==> config.mk <==
export PLATFORM = sky130hd
export DESIGN_NAME = escaner_display_9999
export DESIGN_NICKNAME = d
export VERILOG_FILES = /design/src/rtl/escaner_display_9999.sv
export SDC_FILE = /design/constraint.sdc
export NUM_CORES = 1
export LEC_CHECK = 0
export CAP_MARGIN = 25
export CORE_MARGIN = 5
export CORE_UTILIZATION = 25
export CTS_BUF_LIST = sky130_fd_sc_hd__clkbuf_8
export DETAILED_ROUTE_END_ITERATION = 8
export PLACE_DENSITY = 0.51
export SKIP_CTS_REPAIR_TIMING = 1
export SLEW_MARGIN = 20
export SYNTH_ARGS = -nofsm -noshare
export SYNTH_HDL_FRONTEND = slang
export SYNTH_SLANG_ARGS = --single-unit
==> constraint.sdc <==
create_clock -name clk -period 1.8 [get_ports clk]
set_input_delay 0.36 -clock clk [delete_from_list [all_inputs] [get_ports clk]]
set_output_delay 0.36 -clock clk [all_outputs]
set_load 0.01 [all_outputs]
==> src/rtl/escaner_display_9999.sv <==
// escaner_display_9999: 14-bit binary to 4-digit BCD (shift-add-3) and multiplexed 7-seg digit scan.
// Latency: load at edge N, busy N..N+14, display registers updated at edge N+15, pins one cycle later.
// Backpressure: cargar is only accepted in IDLE/ACTUALIZA; strobes while converting are dropped.
// Ports: clk, rst (sync, active-high); valor/cargar load a value; ocupado flags a conversion;
//        codigo_decoder feeds the shared BCD decoder; anodos are active-low digit enables (bit0 = units).
module escaner_display_9999 #(
  parameter int SCAN_DIV = 50000,
  parameter bit BLANK_LZ = 1'b1
) (
  input  logic        clk,
  input  logic        rst,
  input  logic [13:0] valor,
  input  logic        cargar,
  output logic        ocupado,
  output logic [3:0]  codigo_decoder,
  output logic [3:0]  anodos
);

  typedef enum logic [1:0] {IDLE, CONVIERTE, ACTUALIZA} estado_t;

  localparam logic [19:0] DIV_MAX = 20'(SCAN_DIV - 1);

  estado_t          estado;
  logic [13:0]      bin;
  logic [15:0]      bcd;
  logic [15:0]      bcd_adj;
  logic [3:0]       cnt;
  logic             ovf;
  logic [3:0][3:0]  dig;
  logic [19:0]      div;
  logic [1:0]       idx;
  logic [3:0]       blank;
  logic             captura;

  // A new load is taken in IDLE and also in the single ACTUALIZA cycle, so
  // back-to-back conversions lose no cycle.
  assign captura = cargar && (estado == IDLE || estado == ACTUALIZA);

  // Add-3 correction applied to every nibble before each shift.
  always_comb begin
    bcd_adj = bcd;
    for (int i = 0; i < 4; i++) begin
      if (bcd[i*4 +: 4] >= 4'd5) bcd_adj[i*4 +: 4] = bcd[i*4 +: 4] + 4'd3;
    end
  end

  // Conversion FSM; display registers are written in one cycle so the scan
  // never shows a mix of old and new digits.
  always_ff @(posedge clk) begin
    if (rst) begin
      estado  <= IDLE;
      bin     <= '0;
      bcd     <= '0;
      cnt     <= '0;
      ovf     <= 1'b0;
      dig     <= '0;
      ocupado <= 1'b0;
    end else begin
      case (estado)
        IDLE: ;
        CONVIERTE: begin
          bcd <= {bcd_adj[14:0], bin[13]};
          bin <= {bin[12:0], 1'b0};
          cnt <= cnt + 4'd1;
          if (cnt == 4'd13) estado <= ACTUALIZA;
        end
        ACTUALIZA: begin
          dig     <= ovf ? 16'hFFFF : bcd;
          ocupado <= 1'b0;
          estado  <= IDLE;
        end
        default: estado <= IDLE;
      endcase
      if (captura) begin
        bin     <= valor;
        bcd     <= '0;
        cnt     <= '0;
        ovf     <= (valor > 14'd9999);
        ocupado <= 1'b1;
        estado  <= CONVIERTE;
      end
    end
  end

  // Slot k>0 goes dark when it and every higher digit are zero; 4'hF is
  // non-zero, so error digits always stay lit.
  always_comb begin
    blank = 4'b0000;
    if (BLANK_LZ) begin
      blank[3] = (dig[3] == 4'd0);
      blank[2] = blank[3] && (dig[2] == 4'd0);
      blank[1] = blank[2] && (dig[1] == 4'd0);
    end
  end

  // Scan divider, index and registered pin outputs.
  always_ff @(posedge clk) begin
    if (rst) begin
      div            <= '0;
      idx            <= '0;
      anodos         <= 4'b1111;
      codigo_decoder <= 4'hF;
    end else begin
      if (div == DIV_MAX) begin
        div <= '0;
        idx <= idx + 2'd1;
      end else begin
        div <= div + 20'd1;
      end
      if (blank[idx]) begin
        anodos         <= 4'b1111;
        codigo_decoder <= 4'hF;
      end else begin
        anodos         <= ~(4'b0001 << idx);
        codigo_decoder <= dig[idx];
      end
    end
  end

endmodule

==> impl_metrics.ini <==
[clock_network]
cts.clk_slew.worst_paths_ns = 0.09
clkLatencyLatePin_ns = 0.36
root_buffer = clkbuf_8
cts-buffers-inserted = 9
cts_tree = built
htree_levels = 3
clock_path_buffers = 2
cts_sinks = 84

[sta]
tightest_slew_ns = 0.600
slew_viol_final = 0
whs_ns = 0.458
fin_ws_ns = 0.0438
min_period_ns = 1.76
hold_viol = 0
slew_headroom_pct = 60.0
period_share_pct = 97.6
setup_viol = 0
clock_skew_ns = 0.0106
max_freq_ghz = 0.569

[pwr]
ir_worst_vdd_mv = 0.258
leakage_uw = 0.00160
seqPwrFrac_pct = 52.6
clkPwrFrac_pct = 39.4
power_density_mw_per_mm2 = 808
internal_power_uw = 2830
p_comb_share_pct = 8.0
power.total_uw = 3700
swShare_pct = 23.6
switchingPower_uw = 874

[floorplanning]
fp.dieH_um = 132
start_util_pct = 25.6
core_area_mm2 = 0.0146
dieArea_mm2 = 0.0175
dieWidth_um = 132
ios = 26
rows = 44

[placement]
hpwl_um = 5810
routabilityCongestion = 0.786
place_area_mm2 = 0.00435
pre_cts_slack_ns = 0.00719
port-buffer-count = 25

[final_layout]
stdcell_area_mm2 = 0.00458
area_delta_synth_final_pct = 22.3
drive_gt1_share_pct = 13.0
layout_commonest_cell = dfxtp_1
n_antenna_cell = 0
fin_nets = 498
final_cell_mix = dfxtp_1 (83), nor2_1 (80), buf_4 (27)

[grt]
track_usage_pct = 9.51
grt_pass1_vias = 2869
grt_start_max_net_pins = 34
grt_pass1_wl_um = 13800
grt_overflow = 0
antenna_found_initial = 0

[logic_synthesis]
avgSynthCellArea_um2 = 8.80
synth_area_leader_cell = dfxtp_1
synth_nets = 458
yosys_warnings = 0
synthArstFlopShare_pct = 0
netlist_area_mm2 = 0.00375
synth_top_area_share_pct = 44.9
yosys-top-cells-area = dfxtp_1 (45%), nor2_1 (8.0%), ha_1 (5.0%)
synthFlopType = dfxtp_1
ys_ff_latch = 84
synth.yosys.seq_area_share_pct = 44.9
syn_inst = 426
synth-edff-count = 0
synth.distinct_cells = 44

[flow_run]
drv_cap = 0

[detailed_routing]
routedWlPerCell_um = 12.2
avgViaCountPerCell = 4.55
firstDrtPassIters = 4
vias = 2982
wl_um = 7990
drc = 0
detail-route-antenna-nets = 0
initialDrtViolationCount = 157

[critical_path]
worstSetupEndpointType = register
reg2reg_depth = 4
cp_max_fo = 2
reg2reg_slack_ns = 0.04
cp_data_arrival_time_ns = 2.00
start_kind = register
r2r_start = div[10]$_SDFF_PP0_
required_ns = 2.04
critPathKind = reg -> reg
reg2reg_to = idx[0]$_SDFFE_PP0N_

[status]
status = completed

[hold_path]
hp-start = bin[13]$_SDFFE_PP0P_
holdPathStages = 2
hp-class = reg -> reg
whs_endpoint = bcd[0]$_SDFFE_PP0P_
worst max path at each step:
stage | startpoint | to | slack, ns | depth (start not counted)
6_report | div[10]$_SDFF_PP0_ | idx[0]$_SDFFE_PP0N_ | 0.04 | 4
3_5_place_dp | div[4]$_SDFF_PP0_ | idx[0]$_SDFFE_PP0N_ | 0.007 | 4
2_1_floorplan | div[10]$_SDFF_PP0_ | idx[1]$_SDFFE_PP0N_ | 0.07 | 4
3_3_place_gp | div[4]$_SDFF_PP0_ | idx[1]$_SDFFE_PP0N_ | 0.02 | 4
4_1_cts | div[4]$_SDFF_PP0_ | idx[0]$_SDFFE_PP0N_ | -0.003 | 4
5_1_grt | div[10]$_SDFF_PP0_ | idx[1]$_SDFFE_PP0N_ | -0.002 | 4
cells in the mapped netlist (3+ instances only):
library cell / instances
xor2_1: 5
o22ai_1: 19
a21oi_1: 19
or3_1: 3
mux4_2: 4
nor4_1: 10
a211oi_1: 18
xnor2_1: 19
o21ai_0: 9
nand2_1: 24
inv_1: 16
nand4_1: 6
nor3_1: 17
clkbuf_1: 20
nand3_1: 13
nor2b_1: 3
nor2_1: 80
nand2b_1: 12
dfxtp_1: 84
ha_1: 15
mux2_2: 4
power groups by stage:
stage / logic (uW) / registers, uW / clock network (uW)
finish: 295 / 1950 / 1460
CTS: 298 / 1950 / 1510
global placement: 296 / 1990 / 0
floorplan: 180 / 1980 / 0
detailed placement: 296 / 1990 / 0
global route: 331 / 1960 / 1590
metrics by stage:
step                cells  utilization, %   TNS, ns
floorplan             426               -         0
global placement      639            29.7         0
detailed placement    639            29.7         0
CTS                   655            31.2  -0.00333
global route          655            31.3  -0.00253
finish                655            31.3         0
flip-flops by register name, summed over array words and instances, names as in the netlist:
signal and cells:
codigo_decoder 4, anodos 4, estado 2, idx 2, bin 14, dig 16
div 20, cnt 4, ovf 1, ocupado 1, bcd 16
logic make-up after synthesis:
| family | Yosys count | synth area share, % |
|---|---|---|
| AOI/OAI and AO/OA | 72 | 12.0 |
| xor gates and xnor gates | 24 | 5.61 |
| muxes | 9 | 3.87 |
| buffers and inverters | 41 | 4.94 |
| adders and majority gates | 15 | 5.01 |
| DFF | 84 | 44.9 |
| and+or+nand+nor | 181 | 23.7 |
critical path, stage by stage (launching register included):
cell and delay, ns:
dfxtp_1 0.32, or4b_4 0.55, or4_4 0.56, o21ai_1 0.14, a21oi_1 0.08
layer usage:
| layer | track usage [%] | up-vias | share of wire [%] | wire length [um] |
|---|---|---|---|---|
| met3 | 2.70 | 9 | 3.5 | 278 |
| met4 | 4.33 | 0 | 1.8 | 142 |
| met2 | 14.8 | 33 | 45 | 3620 |
| li1 | - | 1562 | - | - |
| met1 | 12.2 | 1378 | 49 | 3940 |
| met5 | 0 | - | 0 | 0 |
area by class of cell:
cell class,count,area (um^2)
Timing Repair Buffer,54,493
Fill cell,1551,10100
Tap cell,184,230
Clock buffer,9,124
Multi-Input combinational cell,301,1900
Sequential cell,84,1680
Clock inverter,7,92.6
Inverter,16,60.1
Note: power is estimated with default switching activity, not from simulation.
